===== config.mk =====
export PLATFORM = sky130hd
export DESIGN_NAME = inst_fetch_unit_flat
export DESIGN_NICKNAME = d
export VERILOG_FILES = /design/src/rtl/inst_fetch_unit_pkg.sv /design/src/rtl/inst_fetch_unit_if.sv /design/src/rtl/inst_fetch_unit_fifo.sv /design/src/rtl/inst_fetch_unit.sv /design/src/flat_wrapper.sv
export SDC_FILE = /design/constraint.sdc
export NUM_CORES = 1
export LEC_CHECK = 0
export BUFFER_PORTS_ARGS = -buffer_cell sky130_fd_sc_hd__clkbuf_2
export CORE_UTILIZATION = 54
export DETAILED_ROUTE_END_ITERATION = 6
export PLACE_DENSITY = 0.8
export SLEW_MARGIN = 20
export SYNTH_ARGS = -nofsm -noshare
export SYNTH_HDL_FRONTEND = slang
export SYNTH_SLANG_ARGS = --single-unit
export TNS_END_PERCENT = 20

===== constraint.sdc =====
create_clock -name clock -period 4.85 [get_ports clock]
set_clock_uncertainty 0.15 [all_clocks]
set_input_delay 0.97 -clock clock [delete_from_list [all_inputs] [get_ports clock]]
set_output_delay 0.97 -clock clock [all_outputs]
set_load 0.03 [all_outputs]

===== src/rtl/inst_fetch_unit_pkg.sv =====
// Shared types for the instruction fetch unit: FSM states, AHB transfer
// encodings and the fetch buffer entry.
package ifu_pkg;

    typedef enum logic [1:0] {
        REQ  = 2'd0,
        ADDR = 2'd1,
        DATA = 2'd2,
        HALT = 2'd3
    } ifu_state_e;

    localparam logic [1:0] HTRANS_IDLE   = 2'b00;
    localparam logic [1:0] HTRANS_NONSEQ = 2'b10;

    typedef struct packed {
        logic [31:0] pc;
        logic [31:0] instr;
    } fetch_entry_t;

endpackage


===== src/rtl/inst_fetch_unit_if.sv =====
// AHB master and decoder-side signals of the fetch unit, bundled together.
// The master modport is the fetch unit; the slave modport is its environment.
interface inst_fetch_unit_if;
    logic        HBUSREQ1;
    logic        HGRANT1;
    logic [31:0] HADDR;
    logic [1:0]  HTRANS;
    logic        HREADY;
    logic        HRESP;
    logic [31:0] HRDATA;
    logic        redirect_valid;
    logic [31:0] redirect_pc;
    logic        inst_valid;
    logic        inst_ready;
    logic [31:0] instruction;
    logic [31:0] inst_pc;
    logic        fetch_error;
    logic [31:0] fetch_err_pc;

    modport master (
        output HBUSREQ1, HADDR, HTRANS, inst_valid, instruction, inst_pc,
               fetch_error, fetch_err_pc,
        input  HGRANT1, HREADY, HRESP, HRDATA, redirect_valid, redirect_pc,
               inst_ready
    );

    modport slave (
        input  HBUSREQ1, HADDR, HTRANS, inst_valid, instruction, inst_pc,
               fetch_error, fetch_err_pc,
        output HGRANT1, HREADY, HRESP, HRDATA, redirect_valid, redirect_pc,
               inst_ready
    );
endinterface


===== src/rtl/inst_fetch_unit_fifo.sv =====
// fetch_fifo: synchronous instruction buffer with push/pop/flush. Push while
// full is accepted only together with a pop; flush overrides both.
module fetch_fifo
    import ifu_pkg::*;
#(
    parameter int DEPTH = 2
) (
    input  logic                     clock,
    input  logic                     nRst,
    input  logic                     push_i,
    input  logic                     pop_i,
    input  logic                     flush_i,
    input  fetch_entry_t             wdata_i,
    output fetch_entry_t             rdata_o,
    output logic                     full_o,
    output logic                     empty_o,
    output logic [$clog2(DEPTH):0]   count_o
);
    localparam int AW = $clog2(DEPTH);

    fetch_entry_t  mem_q [DEPTH];
    logic [AW-1:0] wptr_q, wptr_d, rptr_q, rptr_d;
    logic [AW:0]   count_q, count_d;
    logic          do_push, do_pop;

    assign empty_o = (count_q == '0);
    assign full_o  = (count_q == (AW+1)'(DEPTH));
    assign count_o = count_q;
    assign rdata_o = mem_q[rptr_q];

    assign do_pop  = pop_i && !empty_o && !flush_i;
    assign do_push = push_i && (!full_o || do_pop) && !flush_i;

    always_comb begin
        wptr_d  = wptr_q + AW'(do_push);
        rptr_d  = rptr_q + AW'(do_pop);
        count_d = count_q + (AW+1)'(do_push) - (AW+1)'(do_pop);
        if (flush_i) begin
            wptr_d  = '0;
            rptr_d  = '0;
            count_d = '0;
        end
    end

    always_ff @(posedge clock) begin
        if (!nRst) begin
            wptr_q  <= '0;
            rptr_q  <= '0;
            count_q <= '0;
        end else begin
            wptr_q  <= wptr_d;
            rptr_q  <= rptr_d;
            count_q <= count_d;
        end
    end

    always_ff @(posedge clock) begin
        if (do_push) mem_q[wptr_q] <= wdata_i;
    end
endmodule


===== src/rtl/inst_fetch_unit.sv =====
// AHB instruction fetch unit: one outstanding read at a time, buffered in
// fetch_fifo. Optional macro IFU_MISALIGN_CHECK_EN traps misaligned redirects.
module inst_fetch_unit
    import ifu_pkg::*;
#(
    parameter logic [31:0] RESET_PC   = 32'h0000_0000,
    parameter int          FIFO_DEPTH = 2
) (
    input logic               clock,
    input logic               nRst,
    inst_fetch_unit_if.master bus
);
    localparam int CW = $clog2(FIFO_DEPTH) + 1;

    ifu_state_e   state_q, state_d;
    logic [31:0]  fetch_pc_q, fetch_pc_d, haddr_q, haddr_d, err_pc_q, err_pc_d;
    logic [1:0]   htrans_q, htrans_d;
    logic         busreq_q, busreq_d, discard_q, discard_d, err_q, err_d;
    logic         push, pop, full, empty, data_done;
    logic [CW-1:0] count, count_nxt;
    logic [31:0]  redir_pc;
    logic         redir_bad;
    fetch_entry_t head;

`ifdef IFU_MISALIGN_CHECK_EN
    assign redir_pc  = bus.redirect_pc;
    assign redir_bad = (bus.redirect_pc[1:0] != 2'b00);
`else
    assign redir_pc  = bus.redirect_pc & 32'hFFFF_FFFC;
    assign redir_bad = 1'b0;
`endif

    // Redirect squashes both the incoming word and the decoder's pop.
    assign data_done = (state_q == DATA) && bus.HREADY;
    assign push      = data_done && !bus.HRESP && !discard_q && !bus.redirect_valid
                       && (!full || pop);
    assign pop       = !empty && bus.inst_ready && !bus.redirect_valid;
    assign count_nxt = bus.redirect_valid ? '0 : (count + CW'(push) - CW'(pop));

    fetch_fifo #(.DEPTH(FIFO_DEPTH)) u_fifo (
        .clock   (clock),
        .nRst    (nRst),
        .push_i  (push),
        .pop_i   (pop),
        .flush_i (bus.redirect_valid),
        .wdata_i ('{pc: fetch_pc_q, instr: bus.HRDATA}),
        .rdata_o (head),
        .full_o  (full),
        .empty_o (empty),
        .count_o (count)
    );

    always_comb begin
        state_d    = state_q;
        fetch_pc_d = fetch_pc_q;
        discard_d  = discard_q;
        err_d      = err_q;
        err_pc_d   = err_pc_q;
        case (state_q)
            REQ:  if (bus.HGRANT1 && (count < CW'(FIFO_DEPTH))) state_d = ADDR;
            ADDR: if (bus.HREADY) state_d = DATA;
            DATA: if (bus.HREADY) begin
                discard_d = 1'b0;
                if (bus.HRESP && !discard_q) begin
                    err_d    = 1'b1;
                    err_pc_d = fetch_pc_q;
                    state_d  = HALT;
                end else if (err_q) begin
                    state_d = HALT;
                end else begin
                    if (!discard_q) fetch_pc_d = fetch_pc_q + 32'd4;
                    state_d = (bus.HGRANT1 && (count_nxt < CW'(FIFO_DEPTH))) ? ADDR : REQ;
                end
            end
            default: ;
        endcase

        // An in-flight transfer always runs to completion; only its data is dropped.
        if (bus.redirect_valid) begin
            fetch_pc_d = redir_pc;
            err_d      = redir_bad;
            if (redir_bad) err_pc_d = bus.redirect_pc;
            if (state_q == ADDR || (state_q == DATA && !bus.HREADY)) begin
                discard_d = 1'b1;
            end else if (state_q == DATA) begin
                state_d = redir_bad ? HALT : (bus.HGRANT1 ? ADDR : REQ);
            end else begin
                state_d = redir_bad ? HALT : REQ;
            end
        end

        htrans_d = (state_d == ADDR) ? HTRANS_NONSEQ : HTRANS_IDLE;
        haddr_d  = (state_d == ADDR && state_q != ADDR) ? fetch_pc_d : haddr_q;
        busreq_d = (state_d == REQ) && (count_nxt < CW'(FIFO_DEPTH));
    end

    always_ff @(posedge clock) begin
        if (!nRst) begin
            state_q    <= REQ;
            fetch_pc_q <= RESET_PC;
            discard_q  <= 1'b0;
            err_q      <= 1'b0;
            err_pc_q   <= '0;
            htrans_q   <= HTRANS_IDLE;
            haddr_q    <= '0;
            busreq_q   <= 1'b0;
        end else begin
            state_q    <= state_d;
            fetch_pc_q <= fetch_pc_d;
            discard_q  <= discard_d;
            err_q      <= err_d;
            err_pc_q   <= err_pc_d;
            htrans_q   <= htrans_d;
            haddr_q    <= haddr_d;
            busreq_q   <= busreq_d;
        end
    end

    assign bus.HBUSREQ1     = busreq_q;
    assign bus.HTRANS       = htrans_q;
    assign bus.HADDR        = haddr_q;
    assign bus.inst_valid   = !empty;
    assign bus.instruction  = head.instr;
    assign bus.inst_pc      = head.pc;
    assign bus.fetch_error  = err_q;
    assign bus.fetch_err_pc = err_pc_q;
endmodule


===== src/flat_wrapper.sv =====
// flat-port wrapper written by rule: the top's interface ports become plain ports
module inst_fetch_unit_flat import ifu_pkg::*;
#(
    parameter logic [31:0] RESET_PC   = 32'h0000_0000,
    parameter int          FIFO_DEPTH = 2
)
  (clock, nRst, bus_HBUSREQ1, bus_HADDR, bus_HTRANS, bus_inst_valid, bus_instruction, bus_inst_pc, bus_fetch_error, bus_fetch_err_pc, bus_HGRANT1, bus_HREADY, bus_HRESP, bus_HRDATA, bus_redirect_valid, bus_redirect_pc, bus_inst_ready);
  inst_fetch_unit_if bus_i ();
  input logic clock;
  input logic nRst;
  output wire logic [$bits(bus_i.HBUSREQ1)-1:0] bus_HBUSREQ1;
  output wire logic [$bits(bus_i.HADDR)-1:0] bus_HADDR;
  output wire logic [$bits(bus_i.HTRANS)-1:0] bus_HTRANS;
  output wire logic [$bits(bus_i.inst_valid)-1:0] bus_inst_valid;
  output wire logic [$bits(bus_i.instruction)-1:0] bus_instruction;
  output wire logic [$bits(bus_i.inst_pc)-1:0] bus_inst_pc;
  output wire logic [$bits(bus_i.fetch_error)-1:0] bus_fetch_error;
  output wire logic [$bits(bus_i.fetch_err_pc)-1:0] bus_fetch_err_pc;
  input wire logic [$bits(bus_i.HGRANT1)-1:0] bus_HGRANT1;
  input wire logic [$bits(bus_i.HREADY)-1:0] bus_HREADY;
  input wire logic [$bits(bus_i.HRESP)-1:0] bus_HRESP;
  input wire logic [$bits(bus_i.HRDATA)-1:0] bus_HRDATA;
  input wire logic [$bits(bus_i.redirect_valid)-1:0] bus_redirect_valid;
  input wire logic [$bits(bus_i.redirect_pc)-1:0] bus_redirect_pc;
  input wire logic [$bits(bus_i.inst_ready)-1:0] bus_inst_ready;
  assign bus_HBUSREQ1 = bus_i.HBUSREQ1;
  assign bus_HADDR = bus_i.HADDR;
  assign bus_HTRANS = bus_i.HTRANS;
  assign bus_inst_valid = bus_i.inst_valid;
  assign bus_instruction = bus_i.instruction;
  assign bus_inst_pc = bus_i.inst_pc;
  assign bus_fetch_error = bus_i.fetch_error;
  assign bus_fetch_err_pc = bus_i.fetch_err_pc;
  assign bus_i.HGRANT1 = bus_HGRANT1;
  assign bus_i.HREADY = bus_HREADY;
  assign bus_i.HRESP = bus_HRESP;
  assign bus_i.HRDATA = bus_HRDATA;
  assign bus_i.redirect_valid = bus_redirect_valid;
  assign bus_i.redirect_pc = bus_redirect_pc;
  assign bus_i.inst_ready = bus_inst_ready;
  inst_fetch_unit #(.RESET_PC(RESET_PC), .FIFO_DEPTH(FIFO_DEPTH)) u_core (.clock(clock), .nRst(nRst), .bus(bus_i));
endmodule

==> flow_summary.toml <==
[yosys]
synth_most_common_cell = "edfxtp_1"
syn_area_per_cell_um2 = 12.79
synth_edf_count = 128
synth_top_area_share_pct = 42.21
synthTopCellsByArea = "edfxtp_1, dfxtp_1, mux2_2"
synthDistinctLibCells = 53
synth-seq-area-share_pct = 65.51
synth_seq_cells = 234
synth_ff_type = "edfxtp_1"
syn-instance-count = 712
synth_commonest_cells = "edfxtp_1, dfxtp_1, nand2_1, mux2_2, a21oi_1"
yosysTopAreaCell = "edfxtp_1"
netlist_area_mm2 = 0.009106
async_reset_ff_share_pct = 0
yosys_warnings = 0
syn-num-nets = 789

[sta]
final.period_utilization_pct = 69.80
worst-slew-pin-transition_ns = 0.9622
setup_violations = 0
final-hold-violation-count = 0
max_freq_mhz = 295.4
slew_viol_final = 0
tns_ns = 0
layout_setup_ws_ns = 1.465
period_minus_slack_ns = 3.385
slew_headroom_pct = 35.85
rsz0062_at_grt = "false"

[cts]
postCtsHoldBufs = 0
htree_levels = 1
cts_tree = "yes"
cts_root_buf = "clkbuf_16"
clk_pin_slew_ns = 0.06
clock-sinks = 234
numCtsBuffers = 24
worstSkewPairLatency_ns = 0.50
clockBufferDepth = 3
cts_setup_buffers = 0
post_cts_resized = 0

[grt]
grt_pass1_vias = 6169
grt_start_max_net_pins = 66
grt_pass1_wl_um = 31860
grtUsageTotal_pct = 23.30
antenna_found_initial = 0
gr-total-overflow = 0

[floorplanning]
die_x_um = 131.9
die-area_mm2 = 0.01739
die_y_um = 131.9
rows = 47
io_pins = 204
start_util_pct = 55.11
core-area_mm2 = 0.01652

[power]
power_density_mw_per_mm2 = 388.8
leakagePower_nw = 4.429
power_mw = 4.294
max-vdd-ir-drop_uv = 304.1

[placement]
gp_congestion = 0.8293
placed_area_mm2 = 0.01027
pre_cts_ws_ns = 0.9162
portBuffers = 200
dp.final_hpwl_um = 13120

[setup_path]
start_kind = "primary input"
critPathBufInv = 1
worstPathMaxFanout = 18
worstPathCellList = "clkbuf_2, nor3_1, o311ai_0, ha_1, nor2b_1, xnor2_1, a21oi_1, o211a_1, nor2_4, o22a_1"
required_ns = 5.14
cp.arrival_ns = 3.68
worstSetupEndpointType = "flop"
critPathMaxStageDelay_ns = 0.49
cpMaxStageDelayCell = "nor2_4"
critPathKind = "primary input to flop"
path_delay_family = "compound AO/OA/AOI/OAI gates"
reg2reg_setup_slack_ns = 1.59

[finish]
nets = 980
area_growth_pct = 21.28
fin_area_mm2 = 0.01104
final_util_pct = 66.84
drive_gt1_share_pct = 36.05
diodes = 0
multi_input_area_mm2 = 0.002949
fillCellCount = 1209
seq_area_mm2 = 0.005969

[routing]
postRouteWirelength_um = 20310
drtIter0Drc = 332
routed-via-count = 6308
drc = 0
routedWlPerCell_um = 17.80
firstDrtPassIters = 4
antenna_left = 0
routed_via_density = 5.528

[hold_path]
hp-class = "flop to flop"

[flow_run]
drv_cap = 0

[status]
status = "completed"
## power breakdown
| part | switching, mW | total (mW) | leakage [nW] | internal, mW |
|---|---|---|---|---|
| sequential | 0.0559 | 2.20 | 2.04 | 2.15 |
| combinational | 0.210 | 0.318 | 2.01 | 0.108 |
| clock | 0.741 | 1.77 | 0.378 | 1.03 |
| total | 1.01 | 4.29 | 4.43 | 3.29 |
## kinds of logic after synthesis
group                    after synthesis  synth area share, %
other                                  1              0.04118
flip-flops                           234                65.51
buffers and inverters                 50                2.377
AND/OR/NAND/NOR                      202                11.02
multiplexers                          67                8.244
adder cells (fa/ha/maj)                6               0.8244
XOR/XNOR                              33                3.174
AO/OA/AOI/OAI                        119                8.807
## worst register-to-register path: cells and delay by family, from the launching register on
| kind | cells | cell delay [ns] |
|---|---|---|
| AO/OA/AOI/OAI | 4 | 1.05 |
| AND/OR/NAND/NOR | 3 | 1.04 |
| flip-flops | 1 | 0.51 |
| adder cells (fa/ha/maj) | 1 | 0.31 |
| XOR/XNOR | 1 | 0.16 |
## worst paths after layout
check	from	endpoint	cells past startpoint
min reg2reg	u_core.bus.fetch_err_pc[7]	u_core.bus.fetch_err_pc[7]	2
min	u_core.bus.fetch_err_pc[7]	u_core.bus.fetch_err_pc[7]	2
max reg2reg	u_core.state_q[1]	u_core.bus.HADDR[30]	9
max	bus_redirect_valid	u_core.bus.HADDR[30]	10
## metal layers
metal  vias up  routed length (µm)  global-route usage, %
li1       2962                   -                      -
met1      3079                8783                  31.14
met2       240                9799                  39.51
met3        27                1450                  4.344
met4         0                 275                  5.362
met5         -                   0                      0
## state kept, by name (all words and copies together), names as in the netlist
signal                   flops
u_core.fetch_pc_q           32
u_core.bus.fetch_error       1
u_core.bus.HADDR            32
u_core.bus.HBUSREQ1          1
u_core.bus.fetch_err_pc     32
u_core.u_fifo.count_o        2
u_core.u_fifo.rptr_q         1
u_core.bus.HTRANS            1
u_core.discard_q             1
u_core.u_fifo.mem_q        128
u_core.state_q               2
u_core.u_fifo.wptr_q         1
## placed cells by master, fill, tap and decap left out, types with 19 or more instances in the layout
cell / instances
a21oi_1: 49
xor2_1: 22
nor2_1: 28
mux2_2: 64
o21ai_0: 21
clkbuf_2: 200
and3_1: 19
clkbuf_16: 25
edfxtp_1: 128
dfxtp_1: 105
nand2_1: 95
## through the flow
stage / instances / hold slack (ns)
final: 1141 / 0.3024
after global routing: 1141 / 0.3222
after CTS: 1141 / 0.3037
after detailed placement: 1097 / 0.2956
after global placement: 1097 / 0.2917
after floorplan: 712 / 0.2892
## layout make-up
type / count / share of cell area, %
Clock inverter: 13 / 0.9290
Multi-Input combinational cell: 428 / 26.70
Timing Repair Buffer: 206 / 9.471
Tap cell: 220 / 2.492
Sequential cell: 234 / 54.05
Inverter: 9 / 0.3059
Clock buffer: 31 / 6.050
(Power assumes the default switching activity.)
